==> src/rtl/alu_pkg.sv <==
// alu_pkg: shared types and constants for the packed saturating subtract path
package alu_pkg;
  localparam int LANE_W = 4;
  localparam logic [3:0] SAT_POS_4 = 4'h7;
  localparam logic [3:0] SAT_NEG_4 = 4'h8;
  typedef enum logic [1:0] {IDLE, RUN, DONE} psub_state_t;
endpackage

==> src/rtl/sat_sub_lane.sv <==
// sat_sub_lane: one signed lane a - b with optional saturation and overflow flag
module sat_sub_lane
  import alu_pkg::*;
(
  input  logic [LANE_W-1:0] a,
  input  logic [LANE_W-1:0] b,
  input  logic              sat_en,
  output logic [LANE_W-1:0] d,
  output logic              ovf
);
  logic [LANE_W-1:0] diff;
  always_comb begin
    diff = a + ~b + LANE_W'(1);
    ovf = (a[LANE_W-1] != b[LANE_W-1]) & (diff[LANE_W-1] != a[LANE_W-1]);
    d = (sat_en & ovf) ? (a[LANE_W-1] ? SAT_NEG_4 : SAT_POS_4) : diff;
  end
endmodule

==> src/rtl/psub_serial_sat.sv <==
// psub_serial_sat: packed saturating subtract, one lane per cycle through a shared lane unit
module psub_serial_sat
  import alu_pkg::*;
#(
  parameter int NUM_LANES = 4
) (
  input  logic                        clk,
  input  logic                        rst_n,
  input  logic                        in_valid,
  output logic                        in_ready,
  input  logic [LANE_W*NUM_LANES-1:0] A,
  input  logic [LANE_W*NUM_LANES-1:0] B,
  input  logic                        sat_en,
  output logic                        out_valid,
  input  logic                        out_ready,
  output logic [LANE_W*NUM_LANES-1:0] D,
  output logic                        V,
  output logic                        Z
);
  localparam int DW = LANE_W * NUM_LANES;
  localparam int IW = NUM_LANES > 1 ? $clog2(NUM_LANES) : 1;
  psub_state_t state, state_nx;
  logic [DW-1:0] a_q, b_q, d_q;
  logic sat_q, v_q, ovf_l, last, accept;
  logic [IW-1:0] idx;
  logic [LANE_W-1:0] d_l;
  sat_sub_lane u_lane (
    .a(a_q[idx*LANE_W +: LANE_W]),
    .b(b_q[idx*LANE_W +: LANE_W]),
    .sat_en(sat_q),
    .d(d_l),
    .ovf(ovf_l)
  );
  always_comb begin
    last = idx == IW'(NUM_LANES - 1);
    accept = (state == IDLE) & in_valid;
    state_nx = accept ? RUN
             : (state == RUN && last) ? DONE
             : (state == DONE && out_ready) ? IDLE
             : state;
  end
  always_ff @(posedge clk or negedge rst_n) begin
    if (!rst_n) begin
      state <= IDLE;
      a_q <= '0;
      b_q <= '0;
      sat_q <= 1'b0;
      d_q <= '0;
      v_q <= 1'b0;
      idx <= '0;
    end else begin
      state <= state_nx;
      if (accept) begin
        a_q <= A;
        b_q <= B;
        sat_q <= sat_en;
        d_q <= '0;
        v_q <= 1'b0;
        idx <= '0;
      end else if (state == RUN) begin
        d_q[idx*LANE_W +: LANE_W] <= d_l;
        v_q <= v_q | ovf_l;
        if (!last) idx <= idx + IW'(1);
      end
    end
  end
  assign in_ready = state == IDLE;
  assign out_valid = state == DONE;
  assign D = d_q;
  assign V = v_q;
  assign Z = d_q == '0;
endmodule

==> config.mk <==
export PLATFORM = sky130hd
export DESIGN_NAME = psub_serial_sat
export DESIGN_NICKNAME = d
export VERILOG_FILES = /design/src/rtl/alu_pkg.sv /design/src/rtl/sat_sub_lane.sv /design/src/rtl/psub_serial_sat.sv
export SDC_FILE = /design/constraint.sdc
export NUM_CORES = 1
export LEC_CHECK = 0
export ABC_AREA = 0
export CAP_MARGIN = 20
export CORE_MARGIN = 2
export CORE_UTILIZATION = 35
export CTS_BUF_LIST = sky130_fd_sc_hd__clkbuf_2 sky130_fd_sc_hd__clkbuf_4 sky130_fd_sc_hd__clkbuf_8
export DETAILED_ROUTE_END_ITERATION = 7
export GPL_TIMING_DRIVEN = 0
export PLACE_DENSITY_LB_ADDON = 0.05
export SLEW_MARGIN = 20
export SYNTH_ARGS = -nofsm -noshare
export SYNTH_HDL_FRONTEND = slang
export SYNTH_HIERARCHICAL = 1
export SYNTH_SLANG_ARGS = --single-unit
==> constraint.sdc <==
create_clock -name clk -period 4.4 [get_ports clk]
set_input_delay 0.44 -clock clk [delete_from_list [all_inputs] [get_ports clk]]
set_output_delay 0.44 -clock clk [all_outputs]
set_load 0.05 [all_outputs]
=== Yosys cells after proc, flatten, opt, wreduce, memory -nomap -nowiden ===
Index checks and enable logic that the tools add are counted.

* Bits in writable memories: 0
* Output and inout port bits: 20
* Register bits after elaboration: 54
* Logic and storage cells: 46
* Latch bits: 0
* Memory bits (read-only): 0
* Memories: 0

* Reduce and logical (&&, ||, !) cells: 7
* Bitwise gates (word level): 5
* Div/mod/pow operators: 0
* Multiplexer cells: 13
* Multipliers: 0
* $lt $le $gt $ge: 0
* Shift-type cells: 4
* Add/sub/neg operators: 4
* Equality and inequality tests: 6

{| class="wikitable"
|+ Operators with widths
! kind !! number
|-
| 4-bit negator with 34-bit output || 1
|-
| 4-bit by 34-bit variable shift with 16-bit output (first input constant) || 1
|-
| 4-bit by 34-bit indexed part select with 16-bit output || 1
|-
| 16-bit two-way mux || 2
|-
| 16-bit by 5-bit indexed part select with 4-bit output || 2
|-
| 16-bit bitwise mux || 1
|-
| 16-bit logical NOT || 1
|-
| 2-bit two-way mux || 6
|-
| 4-bit two-way mux || 2
|-
| 4-bit by 1-bit adder with 4-bit output (second input constant) || 1
|-
| 4-bit adder || 1
|-
| 2-bit equality test (second input constant) || 2
|-
| 4-bit NOT || 1
|-
| 1-bit AND || 3
|-
| 3-bit nonzero test || 1
|-
| 2-bit by 1-bit adder with 2-bit output (second input constant) || 1
|-
| 2-bit by 1-bit equality test with 1-bit output (second input constant) || 1
|-
| 1-bit logical AND || 2
|-
| 2-bit logical NOT || 1
|-
| 1-bit two-way mux || 2
|-
| 1-bit != test || 2
|-
| 2-bit by 1-bit != test with 1-bit output (second input constant) || 1
|-
| 2-bit AND reduction || 1
|-
| 2-bit nonzero test || 1
|-
| 1-bit OR || 1
|}

=== Logic depth before layout (Yosys ltp) ===
* Word-level depth: 12
* Mapped depth: 12

=== Modules after synthesis ===
Netlist, hierarchy kept.

{| class="wikitable"
|+ Modules (own cells, without submodules)
! module !! instances !! sequential area each (sq um) !! cells each !! area an instance (sq um)
|-
| psub_serial_sat || 1 || 1351.3 || 169 || 2462.4
|-
| sat_sub_lane || 1 || 0.0 || 32 || 246.5
|}

=== Worst setup path after synthesis ===
No wires, ideal clock.

* Path type: register to register
* Start: reg idx[0]
* End: reg d_q[14], in the netlist D[14]
* Arrival: 2535 ps
* Stages on the path, launching flop included: 13
* Library setup time: 121 ps
* Setup slack: 1744 ps
* Path buffers: 2
* Path through: dfrtp_1 clkbuf_2 clkbuf_8 mux4_2 inv_1 ha_1 inv_1 fa_1 xnor2_1 nand2b_1 o221ai_1 a32oi_1 nor2_1

* Longest elaborated chain between the ends: 12
* Elaborated cells between the ends (all ways): 17
* Those cells by class: add/sub: 3; eq/ne: 2; shift: 4; mux: 5; bitwise: 3

{| class="wikitable"
|+ Ends and longest elaborated chain
! element !! RTL line !! source
|-
| from (decl) || psub_serial_sat.sv:25 || <nowiki>logic [IW-1:0] idx;</nowiki>
|-
| from (signal assigned) || psub_serial_sat.sv:63 || <nowiki>if (!last) idx <= idx + IW'(1);</nowiki>
|-
| 16-bit by 5-bit indexed part select with 4-bit output || psub_serial_sat.sv:29 || <nowiki>.b(b_q[idx*LANE_W +: LANE_W]),</nowiki>
|-
| 4-bit NOT || sat_sub_lane.sv:13 || <nowiki>diff = a + ~b + LANE_W'(1);</nowiki>
|-
| 4-bit adder || sat_sub_lane.sv:13 ||
|-
| 4-bit by 1-bit adder with 4-bit output || sat_sub_lane.sv:13 ||
|-
| 1-bit != test || sat_sub_lane.sv:14 || <nowiki>ovf = (a[LANE_W-1] != b[LANE_W-1]) & (diff[LANE_W-1] != a[LANE_W-1]);</nowiki>
|-
| 1-bit AND || sat_sub_lane.sv:14 ||
|-
| 1-bit AND || sat_sub_lane.sv:15 || <nowiki>d = (sat_en & ovf) ? (a[LANE_W-1] ? SAT_NEG_4 : SAT_POS_4) : diff;</nowiki>
|-
| 4-bit two-way mux (*) || sat_sub_lane.sv:15 ||
|-
| via d_l[2] || psub_serial_sat.sv:26 || <nowiki>logic [LANE_W-1:0] d_l;</nowiki>
|-
| 4-bit by 34-bit indexed part select with 16-bit output (*) || psub_serial_sat.sv:61 || <nowiki>d_q[idx*LANE_W +: LANE_W] <= d_l;</nowiki>
|-
| 16-bit bitwise mux (*) || psub_serial_sat.sv:61 ||
|-
| 16-bit two-way mux (*) || psub_serial_sat.sv:60 || <nowiki>end else if (state == RUN) begin</nowiki>
|-
| 16-bit two-way mux (*) || psub_serial_sat.sv:53 || <nowiki>if (accept) begin</nowiki>
|-
| to (signal, indexed assignment) || psub_serial_sat.sv:61 ||
|-
| to (decl) || psub_serial_sat.sv:23 || <nowiki>logic [DW-1:0] a_q, b_q, d_q;</nowiki>
|}

The timed path passes the listed nets; every way through them passes the cells marked *. The select of a mux whose other input is x is not followed.
A chain may end at the register's enable or synchronous reset.

=== Worst setup path after layout ===
Ends and elaborated chain as after synthesis.

==> results.md <==
* Port Buffers at between 50 and 60
* Via Count at 1,841
* Startpoint Class: flip-flop
* Crit path max-delay family: buffers and inverters
* Full die area at approximately 0.0085 mm²
* Initial antenna violation count at 0
* # DRC at 0
* EDFF count, synth at 0
* Post-synth top cells: 54 x dfrtp_1, 28 x mux2_2, 12 x inv_1
* Worst r2r path cells at 12
* Post-CTS resize count at 0
* Die width at 92.0 µm
* Die height at 92.0 µm
* Post-DP HPWL at ~4200 µm
* Final Non-Filler Cells at 367
* Crit path kind: flip-flop to flip-flop
* Ratio of cells with drive above 1 in the final layout at 22.6%
* Synth warn at 6
* Worst stage delay on the critical path at around 520 ps
* Area delta synth->final at 28.8%
* Crit end category: flip-flop
* Critical Path AT at 3230 ps
* Tmin final at approximately 3000 ps
* Clk_lat worst skew at 310 ps
* FF-to-FF End: D[14]$_DFFE_PN0P_
* CTS tree: done
* CTS buffer count at 5
* Placer congestion estimate at 0.763
* CP Max Fanout at 10
* RSZ-0062 raised after global routing: no
* Vias per cell at 5.02
* CP max-delay cell: mux4_2
* # setup viols final at 0
* #FFs+latches synth at 54
* Overall Global Routing Usage at 14.4%
* Clock Root Buffer: clkbuf_8
* Placeable core region at roughly 0.0076 mm²
* Final net count at 310
* Mean Syn Cell Area at approximately 13 µm²
* Status: completed
* Max Slew Vio Count at 0
* Longest Clk Path Bufs at 2
* Most frequent cell after synthesis: dfrtp_1
* Total number of clock tree sinks at 54
* Hold_buf cts at 0
* Setup Buffers After CTS at 0
* CTS clk-pin slew, worst paths at ~100 ps
* Max Clk Rate at 0.329 GHz
* Leading area contributor after synthesis: dfrtp_1
* Req. time, crit path at 4600 ps
* Initial Util at approximately 36%
* Total global routing overflow at 0
* First-pass GRT wire length at 9680 µm
* Worst slew pin tran at 693 ps
* Top_reg_cell synth: dfrtp_1
* Hold Worst Slack at 146 ps
* Worst R2R Setup Slack at 1360 ps
* Setup_tns at 0 ps
* Syn_nets at 247
* Number of global-route vias before repair at 1,879
* RR Startpoint: idx[0]$_DFFE_PN0P_
* Most common cell on crit path: inv_1
* Post-synthesis async set-or-reset flop share at 100%
* Max cap viols at 0
* Largest net degree at the start of global routing at 55
* Layout Skew at 8.91 ps
* Crit-path cells: clkbuf_2 > clkbuf_8 > mux4_2 > inv_1 > ha_1 > inv_1 > fa_1 > xnor2_1 > nand2b_1 > o221ai_1 > a32oi_1 > nor2_1
* Crit share post-route at 69.0%
* Fin. Hold Viols at 0
* Initial DRC count at 53
* WL per Instance at 15.3 µm
* Final wirelength at between 5000 and 6000 µm
* Cells after synthesis at 201
* Placed Cells at roughly 360
* Yosys cell types at 47
* Yosys top cell area share at 49.9%
* Seq/Total Area, Yosys at 49.9%
* Routed Antenna Nets at 0
* Worst min-delay path class: primary input to asynchronous set/reset pin
* FP Rows at 32
* Synthesized area at roughly 0.0027 mm²
* Antenna diodes at 0
* H-Tree Depth at 2
* Slew HR at 53.8%
* First drt pass iteration count at 4
* Synth top area cells: dfrtp_1 50%, mux2_2 12%, mux4_2 5.0%
* Io pins at 57
* CP bufs+invs at 4
[final cells by class]
type	instances	area, µm²
multi-input cells	125	1240
flip-flops and latches	54	1350
fillers	734	4120
plain buffers	10	73.8
inverters	12	45.0
well taps	102	128
clock buffers	7	90.1
repair buffers	56	558
clock inverters	1	5.00
[worst max path at each step]
stage,startpoint,endpoint,slack (ps),cells past startpoint
final,idx[0]$_DFFE_PN0P_,D[14]$_DFFE_PN0P_,1360,12
after global routing,idx[0]$_DFFE_PN0P_,D[14]$_DFFE_PN0P_,1070,12
after CTS,idx[0]$_DFFE_PN0P_,D[14]$_DFFE_PN0P_,1300,12
after detailed placement,idx[0]$_DFFE_PN0P_,D[14]$_DFFE_PN0P_,1330,12
after global placement,rst_n,b_q[2]$_DFFE_PN0P_,1100,1
after floorplan,idx[0]$_DFFE_PN0P_,D[14]$_DFFE_PN0P_,1740,12
[cells by family after synthesis]
kind of cell,share of synthesized area [%]
xor+xnor,0.323
flops,49.9
compound gates,11.0
fa+ha+maj,4.43
simple gates,8.54
buf+inv,4.39
mux,21.4
[routing by layer]
metal  up-vias  part of all wire (%)  global-route usage, %
met4         0                  0.78                   3.36
met5         -                     0                      0
met3         4                   3.9                   2.63
li1        882                     -                      -
met2        45                    45                   22.5
met1       910                    50                   20.9
[placed cells by master, fill, tap and decap left out, types with 4 or more instances in the layout]
cell,Yosys,final
mux2_2,28,28
a32o_1,4,4
a21oi_1,4,4
mux4_2,6,6
inv_1,12,12
ha_1,8,8
o21ai_0,4,4
mux2_1,5,5
nor4_1,4,4
clkdlybuf4s50_1,0,55
nor2_1,8,8
clkbuf_8,1,7
nand2_1,6,6
a32oi_1,4,4
dfrtp_1,54,54
a22o_1,8,8
[per-stage QoR]
step           util [%]  worst slack [ps]  area, µm²
2_1_floorplan         -              1740       2710
6_report           45.9              1360       3490
4_1_cts            45.9              1300       3490
3_5_place_dp       44.6              1330       3390
3_3_place_gp       44.7              1100       3400
5_1_grt            45.9              1070       3490
[flip-flops by register name (all words and copies together) (netlist names)]
name and cells:
D 16, a_q 16, b_q 16, idx 2, state 2, V 1
sat_q 1
Power is not shown: default switching activity piles up to over one toggle a cycle in this logic, so the estimate is an artifact.
